===== config.mk =====
export PLATFORM = sky130hd
export DESIGN_NAME = intr_mode_ctrl
export DESIGN_NICKNAME = d
export VERILOG_FILES = /design/src/rtl/mode_pkg.sv /design/src/rtl/irq_prio_enc.sv /design/src/rtl/intr_mode_ctrl.sv
export SDC_FILE = /design/constraint.sdc
export NUM_CORES = 1
export LEC_CHECK = 0
export CAP_MARGIN = 30
export CORE_MARGIN = 3
export CORE_UTILIZATION = 51
export DETAILED_ROUTE_END_ITERATION = 12
export DONT_BUFFER_PORTS = 1
export GPL_TIMING_DRIVEN = 0
export MAX_ROUTING_LAYER = met4
export PLACE_DENSITY = 0.66
export REMOVE_ABC_BUFFERS = 1
export SKIP_LAST_GASP = 1
export SLEW_MARGIN = 20
export SYNTH_ARGS = -nofsm -noshare
export SYNTH_HDL_FRONTEND = slang
export SYNTH_SLANG_ARGS = --single-unit

===== constraint.sdc =====
create_clock -name clk -period 2.1 [get_ports clk]
set_input_delay 0.315 -clock clk [delete_from_list [all_inputs] [get_ports clk]]
set_output_delay 0.315 -clock clk [all_outputs]
set_load 0.05 [all_outputs]

===== src/rtl/mode_pkg.sv =====
// Mode encodings and controller states shared by the mode controller,
// the flag-bank block and the branch logic.
package mode_pkg;

  localparam logic [1:0] MODE_CLR = 2'b00;
  localparam logic [1:0] MODE_USR = 2'b01;
  localparam logic [1:0] MODE_INT = 2'b10;

  typedef enum logic [1:0] {
    CLEAR   = 2'd0,
    USER    = 2'd1,
    HANDLER = 2'd2
  } state_t;

endpackage


===== src/rtl/irq_prio_enc.sv =====
// Lowest-index-wins priority encoder over up to 8 request lines.
module irq_prio_enc #(
  parameter int NUM_IRQ = 4
) (
  input  logic [NUM_IRQ-1:0] i_req,
  output logic [2:0]         o_idx,
  output logic               o_valid
);

  always_comb begin
    o_idx = 3'd0;
    // Scan downward so the lowest set index is the last one written.
    for (int i = NUM_IRQ - 1; i >= 0; i--) begin
      if (i_req[i]) o_idx = 3'(i);
    end
  end

  assign o_valid = |i_req;

endmodule


===== src/rtl/intr_mode_ctrl.sv =====
// Mode/interrupt controller: CLEAR -> USER <-> HANDLER, with vectored takes,
// saved return PC and a stall-tolerant return. Mode mirrors the FSM state.
module intr_mode_ctrl
  import mode_pkg::*;
#(
  parameter int                     NUM_IRQ    = 4,
  parameter int                     PC_WIDTH   = 16,
  parameter logic [PC_WIDTH-1:0]    VEC_BASE   = 16'hFF00,
  parameter int                     VEC_STRIDE = 4,
  parameter int                     CLR_CYCLES = 2,
  parameter logic [NUM_IRQ-1:0]     MASK_RST   = '1
) (
  input  logic                clk,
  input  logic                rst_n,
  input  logic [NUM_IRQ-1:0]  irq,
  input  logic                mask_we,
  input  logic [NUM_IRQ-1:0]  mask_wdata,
  input  logic                stall,
  input  logic [PC_WIDTH-1:0] pc_next,
  input  logic                reti,
  output logic [1:0]          Mode,
  output logic                redirect,
  output logic [PC_WIDTH-1:0] redirect_pc,
  output logic [NUM_IRQ-1:0]  irq_ack,
  output logic [PC_WIDTH-1:0] epc,
  output logic                bad_reti
);

  localparam int CW = (CLR_CYCLES > 1) ? $clog2(CLR_CYCLES) : 1;

  state_t              r_state;
  logic [1:0]          r_mode;
  logic [CW-1:0]       r_clr_cnt;
  logic [NUM_IRQ-1:0]  r_mask;
  logic                r_ret_pend;
  logic                r_redirect;
  logic [PC_WIDTH-1:0] r_redirect_pc;
  logic [NUM_IRQ-1:0]  r_ack;
  logic [PC_WIDTH-1:0] r_epc;
  logic                r_bad_reti;

  logic [NUM_IRQ-1:0]  w_pend;
  logic [2:0]          w_idx;
  logic                w_valid;
  logic [PC_WIDTH-1:0] w_vec;

  // The registered mask is used here, so a same-cycle write does not affect the take.
  assign w_pend = irq & r_mask;

  irq_prio_enc #(.NUM_IRQ(NUM_IRQ)) u_prio (
    .i_req   (w_pend),
    .o_idx   (w_idx),
    .o_valid (w_valid)
  );

  assign w_vec = VEC_BASE + PC_WIDTH'(w_idx) * PC_WIDTH'(VEC_STRIDE);

  always_ff @(posedge clk or negedge rst_n) begin
    if (!rst_n) begin
      r_state       <= CLEAR;
      r_mode        <= MODE_CLR;
      r_clr_cnt     <= '0;
      r_mask        <= MASK_RST;
      r_ret_pend    <= 1'b0;
      r_redirect    <= 1'b0;
      r_redirect_pc <= '0;
      r_ack         <= '0;
      r_epc         <= '0;
      r_bad_reti    <= 1'b0;
    end else begin
      r_redirect    <= 1'b0;
      r_redirect_pc <= '0;
      r_ack         <= '0;
      if (mask_we) r_mask <= mask_wdata;
      case (r_state)
        CLEAR: begin
          if (reti) r_bad_reti <= 1'b1;
          if (r_clr_cnt == CW'(CLR_CYCLES - 1)) begin
            r_state <= USER;
            r_mode  <= MODE_USR;
          end else begin
            r_clr_cnt <= r_clr_cnt + 1'b1;
          end
        end
        USER: begin
          if (reti) r_bad_reti <= 1'b1;
          if (w_valid && !stall) begin
            r_redirect    <= 1'b1;
            r_redirect_pc <= w_vec;
            r_ack         <= NUM_IRQ'(1) << w_idx;
            r_epc         <= pc_next;
            r_state       <= HANDLER;
            r_mode        <= MODE_INT;
          end
        end
        HANDLER: begin
          // reti is a one-cycle pulse; remember it while the pipeline stalls.
          if ((reti || r_ret_pend) && !stall) begin
            r_redirect    <= 1'b1;
            r_redirect_pc <= r_epc;
            r_ret_pend    <= 1'b0;
            r_state       <= USER;
            r_mode        <= MODE_USR;
          end else if (reti) begin
            r_ret_pend <= 1'b1;
          end
        end
        default: begin
          r_state <= CLEAR;
          r_mode  <= MODE_CLR;
        end
      endcase
    end
  end

  assign Mode        = r_mode;
  assign redirect    = r_redirect;
  assign redirect_pc = r_redirect_pc;
  assign irq_ack     = r_ack;
  assign epc         = r_epc;
  assign bad_reti    = r_bad_reti;

endmodule

---- Word level (Yosys, flattened, before mapping) ----
Index checks and enable logic that the tools add are counted.
cells by class
  $add $sub $neg .......................... 2
  multipliers ............................. 0
  divide/modulo/power cells ............... 0
  order comparisons ....................... 0
  eq/ne operators ......................... 5
  shifts and indexed selects .............. 1
  multiplexer cells ....................... 19
  bitwise logic cells ..................... 1
  reduce and logical (&&, ||, !) cells .... 12
operators by type and width
  kind                                                 count
  two-way mux 16 bit                                   2
  case mux 16 bit (2 select lines)                     1
  two-way mux 2 bit                                    7
  adder 9 x 6 -> 10 bit, first input constant          1
  two-way mux 4 bit                                    2
  != test 2 bit, second input constant                 3
  case mux 2 bit (3 select lines)                      1
  AND reduction 2 bit                                  3
  two-way mux 1 bit                                    5
  AND 4 bit                                            1
  OR reduction 4 bit                                   1
  << shifter 1 x 3 -> 4 bit, first input constant      1
  AND reduction 3 bit                                  1
  equality test 2 x 1 -> 1 bit, second input constant  1
  equality test 2 bit, second input constant           1
  logical AND 1 bit                                    2
  logical NOT 2 bit                                    1
  case mux 1 bit (2 select lines)                      1
  nonzero test 2 bit                                   1
  OR reduction 2 bit                                   1
  adder 1 bit, second input constant                   1
  logical NOT 1 bit                                    1
  logical OR 1 bit                                     1
storage, ports and cells
  flip-flop bits (word level) ............. 46
  bits in latches ......................... 0
  RAM bits ................................ 0
  ROM bits ................................ 0
  output and inout port bits .............. 40
  logic and storage cells ................. 49
  memories kept ........................... 0

---- Depth between registers and ports, before layout ----
Gate-level depths: netlist of run 1.
  word-level depth ........................ 8
  gate-level depth with buffers ........... 7

---- Cells and area by module ----
From an unflattened synthesis of run 1, not the netlist that was laid out.
unflattened totals
  cell total of the unflattened synthesis .. 128
  area, all modules ....................... 1,803.0 um^2
by module, submodules not included
  module          instances  cells each  area each (um^2)
  intr_mode_ctrl  1          119         1,756.7
  irq_prio_enc    1          9           46.3

---- Worst setup path after synthesis of run 1 ----
Ideal clock, no wire load.
  kind .................................... register -> register
  start point ............................. reg, netlist name Mode[0]
  end point ............................... reg r_epc[10] (netlist: epc[10])
  setup time .............................. 0.125 ns
  data arrival time ....................... 1.797 ns
  required time ........................... 1.975 ns
  setup slack ............................. 0.178 ns
  cell stages (with the launch flop) ...... 6
  clock period less this slack ............ 1.922 ns
  path through ............................ dfrtp_1 -> ha_1 -> nand2b_4 -> a31oi_4 -> buf_8 -> mux2_4
RTL lines
  what                    RTL line              RTL
  end signal: assignment  intr_mode_ctrl.sv:91  r_epc <= pc_next;
  end: declaration        intr_mode_ctrl.sv:39  logic [PC_WIDTH-1:0] r_epc;

==> results of run 1 <==
## final cells by class
type | instances | area share (%)
Sequential cell | 46 | 57.6
Inverter | 4 | 0.746
Multi-Input combinational cell | 81 | 32.4
Tap cell | 46 | 2.86
Clock buffer | 6 | 2.55
Clock inverter | 2 | 0.622
Timing Repair Buffer | 4 | 3.23
## cells in the final DEF (no fill, tap or decap)
master         count
nor3_1             1
clkinvlp_4         1
clkbuf_8           1
buf_16             1
a22oi_4            1
or2_2              1
nand2_1           21
mux2_2            12
ha_1               4
and2_1             8
a31oi_4            1
nand2b_1           2
buf_12             1
nor2_1             3
dfrtp_1           40
nand2b_4           1
dfrtp_2            2
nor2b_1            2
clkinv_2           1
a22o_1             2
buf_4              1
a31oi_1            1
dlygate4sd3_1      1
mux2_4             8
o211a_2            1
dfstp_2            4
inv_1              4
a21oi_1            3
o21ai_2            1
clkbuf_4           5
mux2i_1            1
o21ai_0            3
o21bai_1           2
nand2_4            1
nor4_1             1
## metrics by stage
step | instances | setup slack [ps] | util (%) | instance area, um^2 | TNS [ps]
2_1_floorplan | 131 | 48.1 | - | 1820 | 0
3_3_place_gp | 177 | -171 | 55.1 | 1880 | -2390
3_5_place_dp | 177 | -221 | 55.1 | 1880 | -3710
4_1_cts | 189 | 21.7 | 58.9 | 2010 | 0
5_1_grt | 189 | 166 | 58.9 | 2010 | 0
6_report | 189 | 281 | 58.9 | 2010 | 0
## sequential cells by signal, summed over array words and instances (netlist names)
| name | count |
|---|---|
| epc | 16 |
| redirect_pc | 16 |
| irq_ack | 4 |
| r_mask | 4 |
| Mode | 2 |
| bad_reti | 1 |
| r_clr_cnt | 1 |
| r_ret_pend | 1 |
| redirect | 1 |
## power by group through the flow
stage	combinational, W	sequential [W]	clock (W)
final	0.000663	0.00224	0.000427
after floorplan	0.000529	0.00219	0
after global routing	0.000742	0.00228	0.000483
after CTS	0.000676	0.00225	0.000445
after global placement	0.000592	0.00225	0
after detailed placement	0.000620	0.00227	0
## timing repair
| item | in CTS | in global routing |
|---|---|---|
| setup endpoints to repair | 28 | 17 |
| setup buffers | 2 | 0 |
| pin swaps | 0 | 0 |
| hold buffers | 2 | 0 |
| endpoints found under the hold margin | 46 | 0 |
| resized for setup | 1 | 2 |
## worst max path at each step
stage            start         endpoint  slack, ps  cells after the start
3_5_place_dp   Mode[1]           epc[6]       -220                      5
2_1_floorplan  Mode[0]           epc[0]         50                      4
4_1_cts        Mode[1]   redirect_pc[4]         20                      4
6_report       Mode[1]           epc[5]        280                      6
5_1_grt        Mode[0]  redirect_pc[13]        170                      6
3_3_place_gp   Mode[0]           epc[6]       -170                      4
## Yosys cell counts, types with 2 or more instances
cell and number:
nand2b_1 2, nor2b_1 2, mux2_2 12, a21oi_1 3, inv_1 4, nor2_1 3, o21bai_1 2, dfstp_2 4
a22o_1 2, o21ai_0 3, ha_1 4, and2_1 8, nand2_1 21, dfrtp_1 42, mux2_4 8
## routing by layer
| layer | up-vias | share of wire, % |
|---|---|---|
| li1 | 466 | - |
| met1 | 480 | 40 |
| met2 | 40 | 51 |
| met3 | 2 | 7.7 |
| met4 | 0 | 0.58 |
| met5 | - | 0 |
## cells by family (layout without fill, tap and decap cells)
group	Yosys count	in the layout
compound gates	15	15
flops	46	46
mux	21	21
fa+ha+maj	4	4
simple gates	41	41
buf+inv	6	16
==> results_dict.tcl, run 1 <==
set metrics [dict create \
    status "complete, no violations" \
    regArea_mm2 0.00116 \
    async_flop_share_pct 100 \
    ant_nets 0 \
    ys_seq_elements 46 \
    slew_viol_final 0 \
    whs_ps 105 \
    synth_area_per_cell_um2 13.9 \
    rows 21 \
    switching_share_pct 49.7 \
    hold_path_depth 1 \
    numCtsBuffers 5 \
    start_util_pct 54.0 \
    critPathKind "flop to flop" \
    hold_start "pc_next[14]" \
    netlist.area_leader.share_pct 57.0 \
    synth.distinct_cells 28 \
    clock_latency_ps 340 \
    finalPower_w 0.00333 \
    yosysSeqAreaShare_pct 62.7 \
    critPathTopFamily "flip-flops" \
    synthFlopType "dfrtp_1" \
    ff2ff_setup_slack_ps 280 \
    synth-simple-area-share_pct 11.3 \
    die_h_um 66.1 \
    grt-ovfl-total 0 \
    drt_pass1_iterations 3 \
    max_slew.worst_pin.slew_ps 527 \
    met3_usage_pct 6.29 \
    synth.largest_area_cell "dfrtp_1" \
    n_fill_cell 308 \
    drive_above_1_share_pct 30.8 \
    fin_worst_skew_ps 14.2 \
    grt.met1_usage_pct 20.5 \
    post-dp-hpwl_um 2370 \
    antennaDiodeCount 0 \
    endpoint_kind "flop" \
    grt_pass1_vias 1105 \
    setup_viol 0 \
    multi_input_area_um2 653 \
    clock_power_share_pct 12.8 \
    drc 0 \
    finalCritPeriodShare_pct 86.6 \
    dieArea_mm2 0.00437 \
    num_io_pins 69 \
    max_slew_margin_pct 64.9 \
    syn_inst 133 \
    yosys.area_share.adder_pct 2.71 \
    p_per_area_mw_per_mm2 1650 \
    use_met2_pct 25.8 \
    drt_iter0_markers 75 \
    grt_busiest_layer "met2" \
    crit_buf_inv 2 \
    vias 988 \
    place.gp.congestion 0.666 \
    synth_edf_count 0 \
    yosys_warnings 0 \
    crit_required_ps 2330 \
    holdPathEnd "epc[14]" \
    seqPwrFrac_pct 67.3 \
    grt_first_pass_wirelength_um 5320 \
    synthesis.area_mm2 0.00184 \
    wire_per_inst_um 17.3 \
    critPathSlowestCell "dfrtp_2" \
    cts_htree_levels 2 \
    synth_top_family_by_area "multiplexers" \
    root_buffer "clkbuf_4" \
    p_comb_share_pct 19.9 \
    ir_drop_mv 0.790 \
    yosys-top-cells-area "dfrtp_1, mux2_2, mux2_4" \
    io_buffers 0 \
    cts.clk_slew.worst_paths_ps 130 \
    area_growth_pct 9.16 \
    fmax_ghz 0.550 \
    nNetsFinal 175 \
    leakage_nw 0.962 \
    reg2regPathDepth 6 \
    synth-xor-area-share_pct 0 \
    r2r_end "epc[5]" \
    die_w_um 66.1 \
    grt_usage_pct 17.0 \
    cts_tree "yes" \
    startpoint_type "flop" \
    hold_viol_final 0 \
    cts_sinks 46 \
    crit_fanout 13 \
    crit_arrival_ps 2050 \
    min_period_ps 1820 \
    grt_start_max_net_pins 47 \
    clockBufferDepth 2 \
    r2r-start "Mode[1]" \
    antenna_found_initial 0 \
    synth_mux_area_share_pct 14.4 \
    p_int_w 0.00168 \
    switchingPower_w 0.00165 \
    core_area_mm2 0.00342 \
    max_stage_delay_ps 550 \
    path_cells "inv_1, ha_1, nand2b_4, a31oi_4, buf_12, mux2_2" \
    hp-class "primary input to flop" \
    totalWireLength_um 3280 \
    via_per_inst 5.23 \
    drv_cap 0 \
    synth_compound_area_share_pct 7.06 \
    grt_setup_unrepaired "false" \
]
No activity file was read; power rests on OpenSTA's default activity.
==> inputs of run 2 (changes only) <==
--- a/config.mk
+++ b/config.mk
@@ -6,7 +6,6 @@
 export NUM_CORES = 1
 export LEC_CHECK = 0
 export CAP_MARGIN = 30
-export CORE_MARGIN = 3
 export CORE_UTILIZATION = 51
 export DETAILED_ROUTE_END_ITERATION = 12
 export DONT_BUFFER_PORTS = 1
==> run 2 against run 1 <==
  * Largest power group unchanged
  * Largest cell class unchanged
  * Die area is 12% lower
  * Highest routed layer unchanged
  * Via count is 3.8% higher
  * Count of clock-buffer cells in the layout stayed put
  * Clock skew is 8.0 ps higher
  * Setup slack worse by 160 ps
==> results_dict.tcl, run 2 (same netlist as run 1, synthesis figures left out) <==
set metrics [dict create \
    cts_sinks 46 \
    max_stage_delay_ps 710 \
    post-dp-hpwl_um 2160 \
    startpoint_type "flop" \
    min_period_ps 1980 \
    fin_worst_skew_ps 22.3 \
    grt_setup_unrepaired "false" \
    root_buffer "clkbuf_4" \
    hp-class "primary input to flop" \
    ff2ff_setup_slack_ps 120 \
    final_common_cell "dfrtp_1" \
    met3_usage_pct 4.78 \
    endpoint_kind "flop" \
    die_w_um 62.1 \
    place.gp.congestion 0.793 \
    fin_ws_ps 117 \
    crit_arrival_ps 2220 \
    crit_required_ps 2340 \
    p_int_w 0.00177 \
    path_cells "ha_1, nand2b_4, a31oi_4, buf_4, mux2_2" \
    numCtsBuffers 5 \
    status "complete, no violations" \
    clock_latency_ps 360 \
    rows 21 \
    p_per_area_mw_per_mm2 1680 \
    slew_viol_final 0 \
    grt-ovfl-total 0 \
    crit_buf_inv 1 \
    nNetsFinal 176 \
    cts.clk_slew.worst_paths_ps 140 \
    num_io_pins 69 \
    antennaDiodeCount 0 \
    totalWireLength_um 3100 \
    seqPwrFrac_pct 65.2 \
    max_slew.worst_pin.slew_ps 546 \
    crit_fanout 5 \
    critPathTopFamily "flip-flops" \
    drc 0 \
    clockBufferDepth 2 \
    ir_drop_mv 0.786 \
    ant_nets 0 \
    place_ws_ps -191 \
    dieArea_mm2 0.00386 \
    hold_viol_final 0 \
    grt_pass1_vias 1118 \
    grt_start_max_net_pins 47 \
    via_per_inst 5.40 \
    drt_iter0_markers 65 \
    area_growth_pct 10.3 \
    die_h_um 62.1 \
    drt_pass1_iterations 2 \
    drive_above_1_share_pct 29.9 \
    critPathKind "flop to flop" \
    core_area_mm2 0.00339 \
    leakage_nw 0.973 \
    wire_per_inst_um 16.3 \
    clock_power_share_pct 15.3 \
    critPathSlowestCell "dfrtp_1" \
    vias 1026 \
    grt.met1_usage_pct 21.6 \
    start_util_pct 54.4 \
    grt_first_pass_wirelength_um 5360 \
    grt_busiest_layer "met2" \
    fmax_ghz 0.504 \
    antenna_found_initial 0 \
    drv_cap 0 \
    finalCritPeriodShare_pct 94.4 \
    max_slew_margin_pct 63.6 \
    placed_cells_incl_taps 177 \
    cts_htree_levels 2 \
    switching_share_pct 48.4 \
    whs_ps 87.4 \
    p_comb_share_pct 19.5 \
    io_buffers 0 \
    layout_common_cells "dfrtp_1, nand2_1, mux2_2" \
    switchingPower_w 0.00166 \
    setup_viol 0 \
    use_met2_pct 29.9 \
    cts_tree "yes" \
    grt_usage_pct 18.6 \
    finalNonFillerCells 190 \
]
==> run 2: cell count changes in the layout (fill, tap and decap cells not counted), sizes merged <==
| cell | previous run | this run |
|---|---|---|
| clkinv | 1 | 0 |
| buf | 3 | 4 |
| bufinv | 0 | 1 |
==> run 2: worst paths after layout <==
path,from,to,depth (start not counted)
max,Mode[0],epc[7],5
min,pc_next[12],epc[12],1
max reg2reg,Mode[0],epc[7],5
min reg2reg,r_clr_cnt,r_clr_cnt,1
max in group asynchronous,rst_n,r_mask[2],2
min in group asynchronous,rst_n,redirect_pc[2],2
==> run 2: timing repair <==
item | CTS | global route
resized for setup | 0 | 2
hold endpoints to repair | 46 | 0
buffers inserted | 3 | 0
setup endpoints to repair | 27 | 22
hold buffers | 2 | 0
==> run 2: worst register-to-register path: stages (launching register included) <==
cell and delay, ps:
dfrtp_1 710, ha_1 350, nand2b_4 90, a31oi_4 210, buf_4 190, mux2_2 330
==> run 2: per-layer routing <==
layer | vias up | part of all wire (%)
li1 | 466 | -
met1 | 510 | 40
met2 | 40 | 52
met3 | 10 | 5.9
met4 | 0 | 2.0
met5 | - | 0
==> run 2: power groups by stage <==
| stage | sequential (W) | clock (W) | combinational, W |
|---|---|---|---|
| final | 0.00223 | 0.000523 | 0.000668 |
| after global routing | 0.00227 | 0.000570 | 0.000744 |
| after CTS | 0.00224 | 0.000539 | 0.000676 |
| after detailed placement | 0.00226 | 0 | 0.000614 |
| after global placement | 0.00224 | 0 | 0.000590 |
| after floorplan | 0.00219 | 0 | 0.000529 |
==> run 2: final cells by class <==
| class | instances | area, um^2 |
|---|---|---|
| clock buffers | 6 | 41.3 |
| clock inverters | 2 | 37.5 |
| fillers | 272 | 1360 |
| inverters | 4 | 15.0 |
| multi-input cells | 81 | 653 |
| flip-flops and latches | 46 | 1160 |
| well taps | 46 | 57.6 |
| repair buffers | 5 | 72.6 |
==> run 2: stage by stage <==
step	setup TNS, ps	utilization [%]	area, um^2	total power, W
floorplan	0	-	1820	0.00272
detailed placement	-2800	55.5	1880	0.00287
global route	0	60.0	2030	0.00359
global placement	-2060	55.5	1880	0.00283
finish	0	60.0	2030	0.00343
CTS	0	60.0	2030	0.00345
